[src/rtl/pipeline_datapath.sv]
// ---------------------------------------------------------------------------
// pipeline_datapath
//
// Fixed-depth, four-stage arithmetic pipeline used to characterise timing.
// One sample enters on every rising clock edge and moves one stage per edge.
// There is no handshake, so the pipeline never stalls.
//
//   stage 1 (r1) : capture in_data
//   stage 2 (r2) : r1 + ADD_K, wrapping modulo 2^WIDTH
//   stage 3 (r3) : r2 * MUL_K, saturating to all-ones on overflow
//   stage 4 (r4) : r3 ^ XOR_K, driven straight onto out_data
//
// A sample captured on edge N appears on out_data after edge N+3.
//
// Ports
//   clk      : single clock; every register updates on its rising edge
//   rst_n    : asynchronous reset, ACTIVE-HIGH despite the _n suffix.
//              While it is 1, all four stages are held at zero.
//   in_data  : sample presented to stage 1 (WIDTH bits)
//   out_data : registered stage-4 result (WIDTH bits)
// ---------------------------------------------------------------------------
module pipeline_datapath #(
    parameter int               WIDTH = 16,
    parameter logic [WIDTH-1:0] ADD_K = WIDTH'(16'd1),
    parameter logic [WIDTH-1:0] MUL_K = WIDTH'(16'd3),
    parameter logic [WIDTH-1:0] XOR_K = WIDTH'(16'h00FF)
) (
    input  logic             clk,
    input  logic             rst_n,
    input  logic [WIDTH-1:0] in_data,
    output logic [WIDTH-1:0] out_data
);

    logic [WIDTH-1:0]   r1;
    logic [WIDTH-1:0]   r2;
    logic [WIDTH-1:0]   r3;
    logic [WIDTH-1:0]   r4;

    logic [2*WIDTH-1:0] product;
    logic [WIDTH-1:0]   product_sat;

    // The product is formed at double width so that no overflow is lost
    // before the saturation decision. Any set bit in the upper half means
    // the true value does not fit in WIDTH bits, so the result clips to
    // all-ones; otherwise the lower half is exact.
    always_comb begin
        product     = {{WIDTH{1'b0}}, r2} * {{WIDTH{1'b0}}, MUL_K};
        product_sat = product[WIDTH-1:0];
        if (|product[2*WIDTH-1:WIDTH]) begin
            product_sat = {WIDTH{1'b1}};
        end
    end

    // All four stages share one reset so nothing stale survives a reset,
    // even mid-stream. After release, the zeros left behind flow through
    // the stages like ordinary data. The stage-2 add keeps only WIDTH bits,
    // so the carry out of the top bit is dropped.
    always_ff @(posedge clk or posedge rst_n) begin
        if (rst_n) begin
            r1 <= '0;
            r2 <= '0;
            r3 <= '0;
            r4 <= '0;
        end else begin
            r1 <= in_data;
            r2 <= r1 + ADD_K;
            r3 <= product_sat;
            r4 <= r3 ^ XOR_K;
        end
    end

    assign out_data = r4;

endmodule

[config.mk]
export PLATFORM = sky130hd
export DESIGN_NAME = pipeline_datapath
export DESIGN_NICKNAME = d
export VERILOG_FILES = /design/src/rtl/pipeline_datapath.sv
export SDC_FILE = /design/constraint.sdc
export NUM_CORES = 1
export LEC_CHECK = 0
export CAP_MARGIN = 30
export CORE_MARGIN = 2
export CORE_UTILIZATION = 61
export CTS_BUF_LIST = sky130_fd_sc_hd__clkbuf_4 sky130_fd_sc_hd__clkbuf_8
export CTS_CLUSTER_DIAMETER = 80
export CTS_CLUSTER_SIZE = 10
export DETAILED_ROUTE_END_ITERATION = 8
export PLACE_DENSITY = 0.85
export SKIP_CTS_REPAIR_TIMING = 1
export SLEW_MARGIN = 5
export SYNTH_ARGS = -nofsm -noshare
export SYNTH_HDL_FRONTEND = slang
export SYNTH_SLANG_ARGS = --single-unit
[constraint.sdc]
create_clock -name clk -period 6.25 [get_ports clk]
set_clock_uncertainty 0.15 [all_clocks]
set_input_delay 0.9375 -clock clk [delete_from_list [all_inputs] [get_ports clk]]
set_output_delay 0.9375 -clock clk [all_outputs]
set_load 0.03 [all_outputs]
==> impl_metrics.env, run 1 <==
export IMPL_antenna_left=0
export IMPL_h_tree_depth=3
export IMPL_die_w_um=70.8
export IMPL_crit_type="reg -> reg"
export IMPL_die_area_um2=5010
export IMPL_hp_class="reg -> reg"
export IMPL_synth_seq_cells=64
export IMPL_clockBufferDepth=2
export IMPL_power_total_mw=1.12
export IMPL_slowest_delay_ns=0.59
export IMPL_avgSynthCellArea_um2=12.1
export IMPL_ys_types=31
export IMPL_drt_pass1_iter_count=4
export IMPL_n_fill_cell=272
export IMPL_worst_slack_ns=3.15
export IMPL_ys_warn_count=0
export IMPL_synth_compound_area_share_pct=10.5
export IMPL_hold_violations=0
export IMPL_place_area_um2=3100
export IMPL_viasPerCell=5.33
export IMPL_initial_core_util_pct=62.9
export IMPL_drt_iter0_drc=54
export IMPL_synth_area_um2=2720
export IMPL_path_buf_inv=0
export IMPL_final_setup_viol_count=0
export IMPL_end_kind="flop"
export IMPL_critical_path_max_fanout=16
export IMPL_dpl_hpwl_mm=2.74
export IMPL_overflow=0
export IMPL_ir_drop_uv=264
export IMPL_slew_headroom_pct=50.8
export IMPL_routabilityCongestion=0.802
export IMPL_post_drt_wl_per_cell_um=12.2
export IMPL_cap_violations=0
export IMPL_synth_top_family_by_area="compound AO/OA/AOI/OAI gates"
export IMPL_crit_slowest_cell="a221oi_4"
export IMPL_pre_cts_slack_ns=3.16
export IMPL_synth_adder_area_share_pct=9.01
export IMPL_fin_area_um2=3360
export IMPL_ys_seq_area_share_pct=58.9
export IMPL_ys_async_sr_fraction_pct=100
export IMPL_antenna_found_initial=0
export IMPL_die_y_um=70.8
export IMPL_finalSetupTns_ns=0
export IMPL_grt_pass1_vias=1735
export IMPL_wl_met1_mm=1.63
export IMPL_status="finished, final reports clean"
export IMPL_synth_fp_nets=261
export IMPL_crit_required_ns=6.28
export IMPL_cp_start_kind="flop"
export IMPL_root_buffer="clkbuf_8"
export IMPL_clk_latency_ns=0.33
export IMPL_critical_path_top_delay_family="compound AO/OA/AOI/OAI gates"
export IMPL_area_growth_pct=23.5
export IMPL_clock_sinks=64
export IMPL_grt_max_degree=65
export IMPL_wl_met2_mm=2.09
export IMPL_yosys_area_share_simple_pct=9.89
export IMPL_io_buffers=33
export IMPL_layout_commonest_cell="dfrtp_1"
export IMPL_yosys_area_share_xor_xnor_pct=8.69
export IMPL_wl_met3_um=162
export IMPL_numCtsBuffers=9
export IMPL_fmax_ghz=0.323
export IMPL_p_leak_nw=1.53
export IMPL_path_cells="ha_1 > fa_1 > a21o_1 > a221oi_2 > a2bb2oi_2 > nand2_2 > a221oi_4 > o211ai_1"
export IMPL_drc_errors=0
export IMPL_track_usage_pct=18.4
export IMPL_tightest_slew_ns=0.738
export IMPL_synth_cells=224
export IMPL_core_um2=4320
export IMPL_period_share_pct=49.6
export IMPL_cts_tree="done"
export IMPL_final_cell_mix="64 x dfrtp_1, 33 x clkdlybuf4s50_1, 18 x ha_1"
export IMPL_fin_nets=303
export IMPL_vias=1721
export IMPL_synthMuxAreaShare_pct=0
export IMPL_synth_edf_count=0
export IMPL_placementRows=24
export IMPL_fin_crit_ns=3.10
export IMPL_path_clk_slew_ns=0.07
export IMPL_synth_ff_type="dfrtp_1"
export IMPL_maxSlewViolCount=0
export IMPL_top_layer="met4"
export IMPL_rsz0062_at_grt="false"
export IMPL_grt_pass1_wl_mm=7.10
export IMPL_cp_arrival_ns=3.12
export IMPL_routed_wl_mm=3.94
export IMPL_pin_count=34
export IMPL_power_density_nw_per_um2=332
export IMPL_antennaDiodeCount=0
export IMPL_drive_gt1_share_pct=8.49
[layer usage]
layer | track usage [%] | vias to the layer above
met1 | 19.7 | 818
met2 | 32.6 | 42
met5 | 0 | -
met3 | 5.13 | 6
met4 | 10.1 | 0
li1 | - | 855
[logic make-up (layout without fill, tap and decap cells)]
family                     Yosys count  count (layout)
buffers and inverters               20              67
DFF                                 64              64
adders and majority gates           19              19
and+or+nand+nor                     53              53
xor gates and xnor gates            27              27
AOI/OAI and AO/OA                   41              41
[report_power, final]
group          internal [mW]  switching, mW
logic                 0.0911          0.115
registers              0.459         0.0177
clock network          0.278          0.154
total                  0.828          0.287
[flip-flops by register name, summed over array words and instances (netlist names)]
name      flops
r2           16
out_data     16
r3           16
r1           16
[Yosys cell counts (2+ instances only)]
cell      count  area share, %
a31oi_1       4           0.92
a211oi_1      2           0.55
inv_1        16            2.2
xor2_1       11            3.5
and2_1        2           0.46
o211ai_1      3           0.83
nand3_1      17            3.1
nor2_1        5           0.69
ha_1         18            8.3
nand2_1      14            1.9
a21o_1        5            1.4
a21oi_1      14            2.6
o21ai_0       7            1.3
dfrtp_1      64             59
nand3b_1      3           0.83
xnor2_1      16            5.1
and3_1        9            2.1
[worst paths after layout]
path | start | endpoint | slack (ns) | cells past startpoint
setup reg to reg | r2[1]$_DFF_PP0_ | r3[8]$_DFF_PP0_ | 3.15 | 8
setup / recovery | r2[1]$_DFF_PP0_ | r3[8]$_DFF_PP0_ | 3.15 | 8
min in group asynchronous | rst_n | out_data[5]$_DFF_PP0_ | 0.98 | 3
max in group asynchronous | rst_n | r1[6]$_DFF_PP0_ | 4.48 | 3
hold / removal | r3[13]$_DFF_PP0_ | out_data[13]$_DFF_PP0_ | 0.20 | 0
hold reg to reg | r3[13]$_DFF_PP0_ | out_data[13]$_DFF_PP0_ | 0.20 | 0
[layout make-up]
class | instances | area (um2) | area share (%)
tap | 52 | 65.1 | 1.94
multi-input combinational | 140 | 1040 | 30.8
inverter | 16 | 60.1 | 1.79
sequential | 64 | 1600 | 47.7
timing repair buffer | 35 | 345 | 10.3
clock inverter | 6 | 115 | 3.43
clock buffer | 10 | 138 | 4.10
[through the flow]
step           utilization [%]  cells  hold slack (ns)
2_1_floorplan                -    224            0.181
3_3_place_gp              71.7    306            0.182
3_5_place_dp              71.7    306            0.186
4_1_cts                   77.5    322            0.200
5_1_grt                   77.7    323            0.208
6_report                  77.7    323            0.199
[worst reg2reg max path, cell delays in order, from the launching register on]
cell and delay (ns):
dfrtp_1 0.42, ha_1 0.25, fa_1 0.41, a21o_1 0.22
a221oi_2 0.43, a2bb2oi_2 0.21, nand2_2 0.11, a221oi_4 0.59
o211ai_1 0.16
(Power assumes the default switching activity.)
==> run 2, diff against run 1 <==
--- a/config.mk
+++ b/config.mk
@@ -7,12 +7,12 @@
 export LEC_CHECK = 0
 export CAP_MARGIN = 30
 export CORE_MARGIN = 2
-export CORE_UTILIZATION = 61
+export CORE_UTILIZATION = 51
 export CTS_BUF_LIST = sky130_fd_sc_hd__clkbuf_4 sky130_fd_sc_hd__clkbuf_8
 export CTS_CLUSTER_DIAMETER = 80
 export CTS_CLUSTER_SIZE = 10
 export DETAILED_ROUTE_END_ITERATION = 8
-export PLACE_DENSITY = 0.85
+export PLACE_DENSITY = 0.75
 export SKIP_CTS_REPAIR_TIMING = 1
 export SLEW_MARGIN = 5
 export SYNTH_ARGS = -nofsm -noshare
==> constraint.sdc (replaced) <==
create_clock -name clk -period 2.7 [get_ports clk]
set_clock_uncertainty 0.15 [all_clocks]
set_input_delay 0.405 -clock clk [delete_from_list [all_inputs] [get_ports clk]]
set_output_delay 0.405 -clock clk [all_outputs]
set_load 0.03 [all_outputs]
==> impl_metrics.env, run 2 (synthesis gave the netlist of run 1 again) <==
export IMPL_clk_latency_ns=0.33
export IMPL_n_fill_cell=400
export IMPL_root_buffer="clkbuf_8"
export IMPL_rsz0062_at_grt="true"
export IMPL_fin_area_um2=3500
export IMPL_layout_commonest_cell="dfrtp_1"
export IMPL_final_setup_viol_count=0
export IMPL_track_usage_pct=15.0
export IMPL_viasPerCell=4.94
export IMPL_status="finished, final reports clean"
export IMPL_io_buffers=33
export IMPL_drt_pass1_iter_count=4
export IMPL_tightest_slew_ns=0.359
export IMPL_worst_slack_ns=0.0513
export IMPL_antenna_found_initial=0
export IMPL_die_w_um=77.0
export IMPL_drive_gt1_share_pct=11.9
export IMPL_die_area_um2=5940
export IMPL_hold_violations=0
export IMPL_pre_cts_slack_ns=0.0176
export IMPL_power_density_nw_per_um2=744
export IMPL_numCtsBuffers=9
export IMPL_power_total_mw=2.61
export IMPL_final_util_pct=68.1
export IMPL_fin_nets=310
export IMPL_placementRows=26
export IMPL_timing_rr_start="r2[0]$_DFF_PP0_"
export IMPL_drc_errors=0
export IMPL_cap_violations=0
export IMPL_crit_type="reg -> reg"
export IMPL_core_um2=5140
export IMPL_grt_pass1_vias=1674
export IMPL_hp_class="reg -> reg"
export IMPL_post_drt_wl_per_cell_um=11.1
export IMPL_grt_max_degree=65
export IMPL_cp_arrival_ns=2.71
export IMPL_final_cell_count_no_fill=348
export IMPL_crit_required_ns=2.76
export IMPL_period_share_pct=98.1
export IMPL_cp_start_kind="flop"
export IMPL_area_growth_pct=28.7
export IMPL_initial_core_util_pct=52.9
export IMPL_ir_drop_uv=413
export IMPL_maxSlewViolCount=0
export IMPL_slew_headroom_pct=76.1
export IMPL_path_clk_slew_ns=0.06
export IMPL_p_leak_nw=1.58
export IMPL_critical_path_max_fanout=8
export IMPL_vias=1718
export IMPL_die_y_um=77.0
export IMPL_antennaDiodeCount=0
export IMPL_routabilityCongestion=0.771
export IMPL_h_tree_depth=3
export IMPL_dpl_hpwl_mm=2.69
export IMPL_routed_wl_mm=3.86
export IMPL_cts_tree="done"
export IMPL_startpoint="r2[0]$_DFF_PP0_"
export IMPL_fmax_ghz=0.378
export IMPL_final_cell_mix="64 x dfrtp_1, 33 x clkdlybuf4s50_1, 17 x nand3_1, 17 x ha_1, 16 x xnor2_1"
export IMPL_reg2reg_depth=9
export IMPL_clock_sinks=64
export IMPL_drt_iter0_drc=52
export IMPL_hold_ws_ns=0.198
export IMPL_fin_crit_ns=2.65
export IMPL_endpoint="r3[6]$_DFF_PP0_"
export IMPL_finalSetupTns_ns=0
export IMPL_end_kind="flop"
export IMPL_r2r_end="r3[6]$_DFF_PP0_"
export IMPL_dp_cells=328
export IMPL_pin_count=34
export IMPL_clockBufferDepth=2
export IMPL_antenna_left=0
export IMPL_ff2ff_setup_slack_ns=0.05
export IMPL_overflow=0
export IMPL_grt_pass1_wl_mm=6.89
export IMPL_place_area_um2=3190
## run 2: worst min-delay path by stage
| stage | startpoint | endpoint | slack [ns] | depth (start not counted) |
|---|---|---|---|---|
| 2_1_floorplan | r3[10]$_DFF_PP0_ | out_data[10]$_DFF_PP0_ | 0.18 | 0 |
| 3_3_place_gp | r3[9]$_DFF_PP0_ | out_data[9]$_DFF_PP0_ | 0.18 | 0 |
| 3_5_place_dp | r3[10]$_DFF_PP0_ | out_data[10]$_DFF_PP0_ | 0.18 | 0 |
| 4_1_cts | r3[11]$_DFF_PP0_ | out_data[11]$_DFF_PP0_ | 0.20 | 0 |
| 5_1_grt | r3[10]$_DFF_PP0_ | out_data[10]$_DFF_PP0_ | 0.22 | 0 |
| 6_report | r3[11]$_DFF_PP0_ | out_data[11]$_DFF_PP0_ | 0.20 | 0 |
## run 2: per-layer routing
layer	vias to the layer above	routed length, um	global-route usage (%)
li1	869	-	-
met1	800	1580	16.1
met2	39	2000	26.1
met3	10	177	3.53
met4	0	112	10.0
met5	-	0	0
## run 2: critical path, stage by stage, from the launching register on
cell and delay (ns):
dfrtp_1 0.38, ha_2 0.20, fa_2 0.35, a21o_1 0.20
a221oi_4 0.30, a2bb2oi_2 0.19, nand2_2 0.10, a221oi_4 0.37
clkbuf_16 0.23, nand3_1 0.07
## run 2: area by class of cell
cell class | count | area, um2 | area share [%]
flip-flops and latches | 64 | 1600 | 45.7
multi-input cells | 140 | 1060 | 30.2
well taps | 70 | 87.6 | 2.50
clock inverters | 5 | 103 | 2.93
clock buffers | 11 | 151 | 4.32
repair buffers | 42 | 440 | 12.6
inverters | 16 | 60.1 | 1.71
## run 2: report_power, final
group          internal, mW  switching (mW)
clock                 0.661           0.328
sequential             1.06          0.0389
combinational         0.238           0.277
total                  1.96           0.645
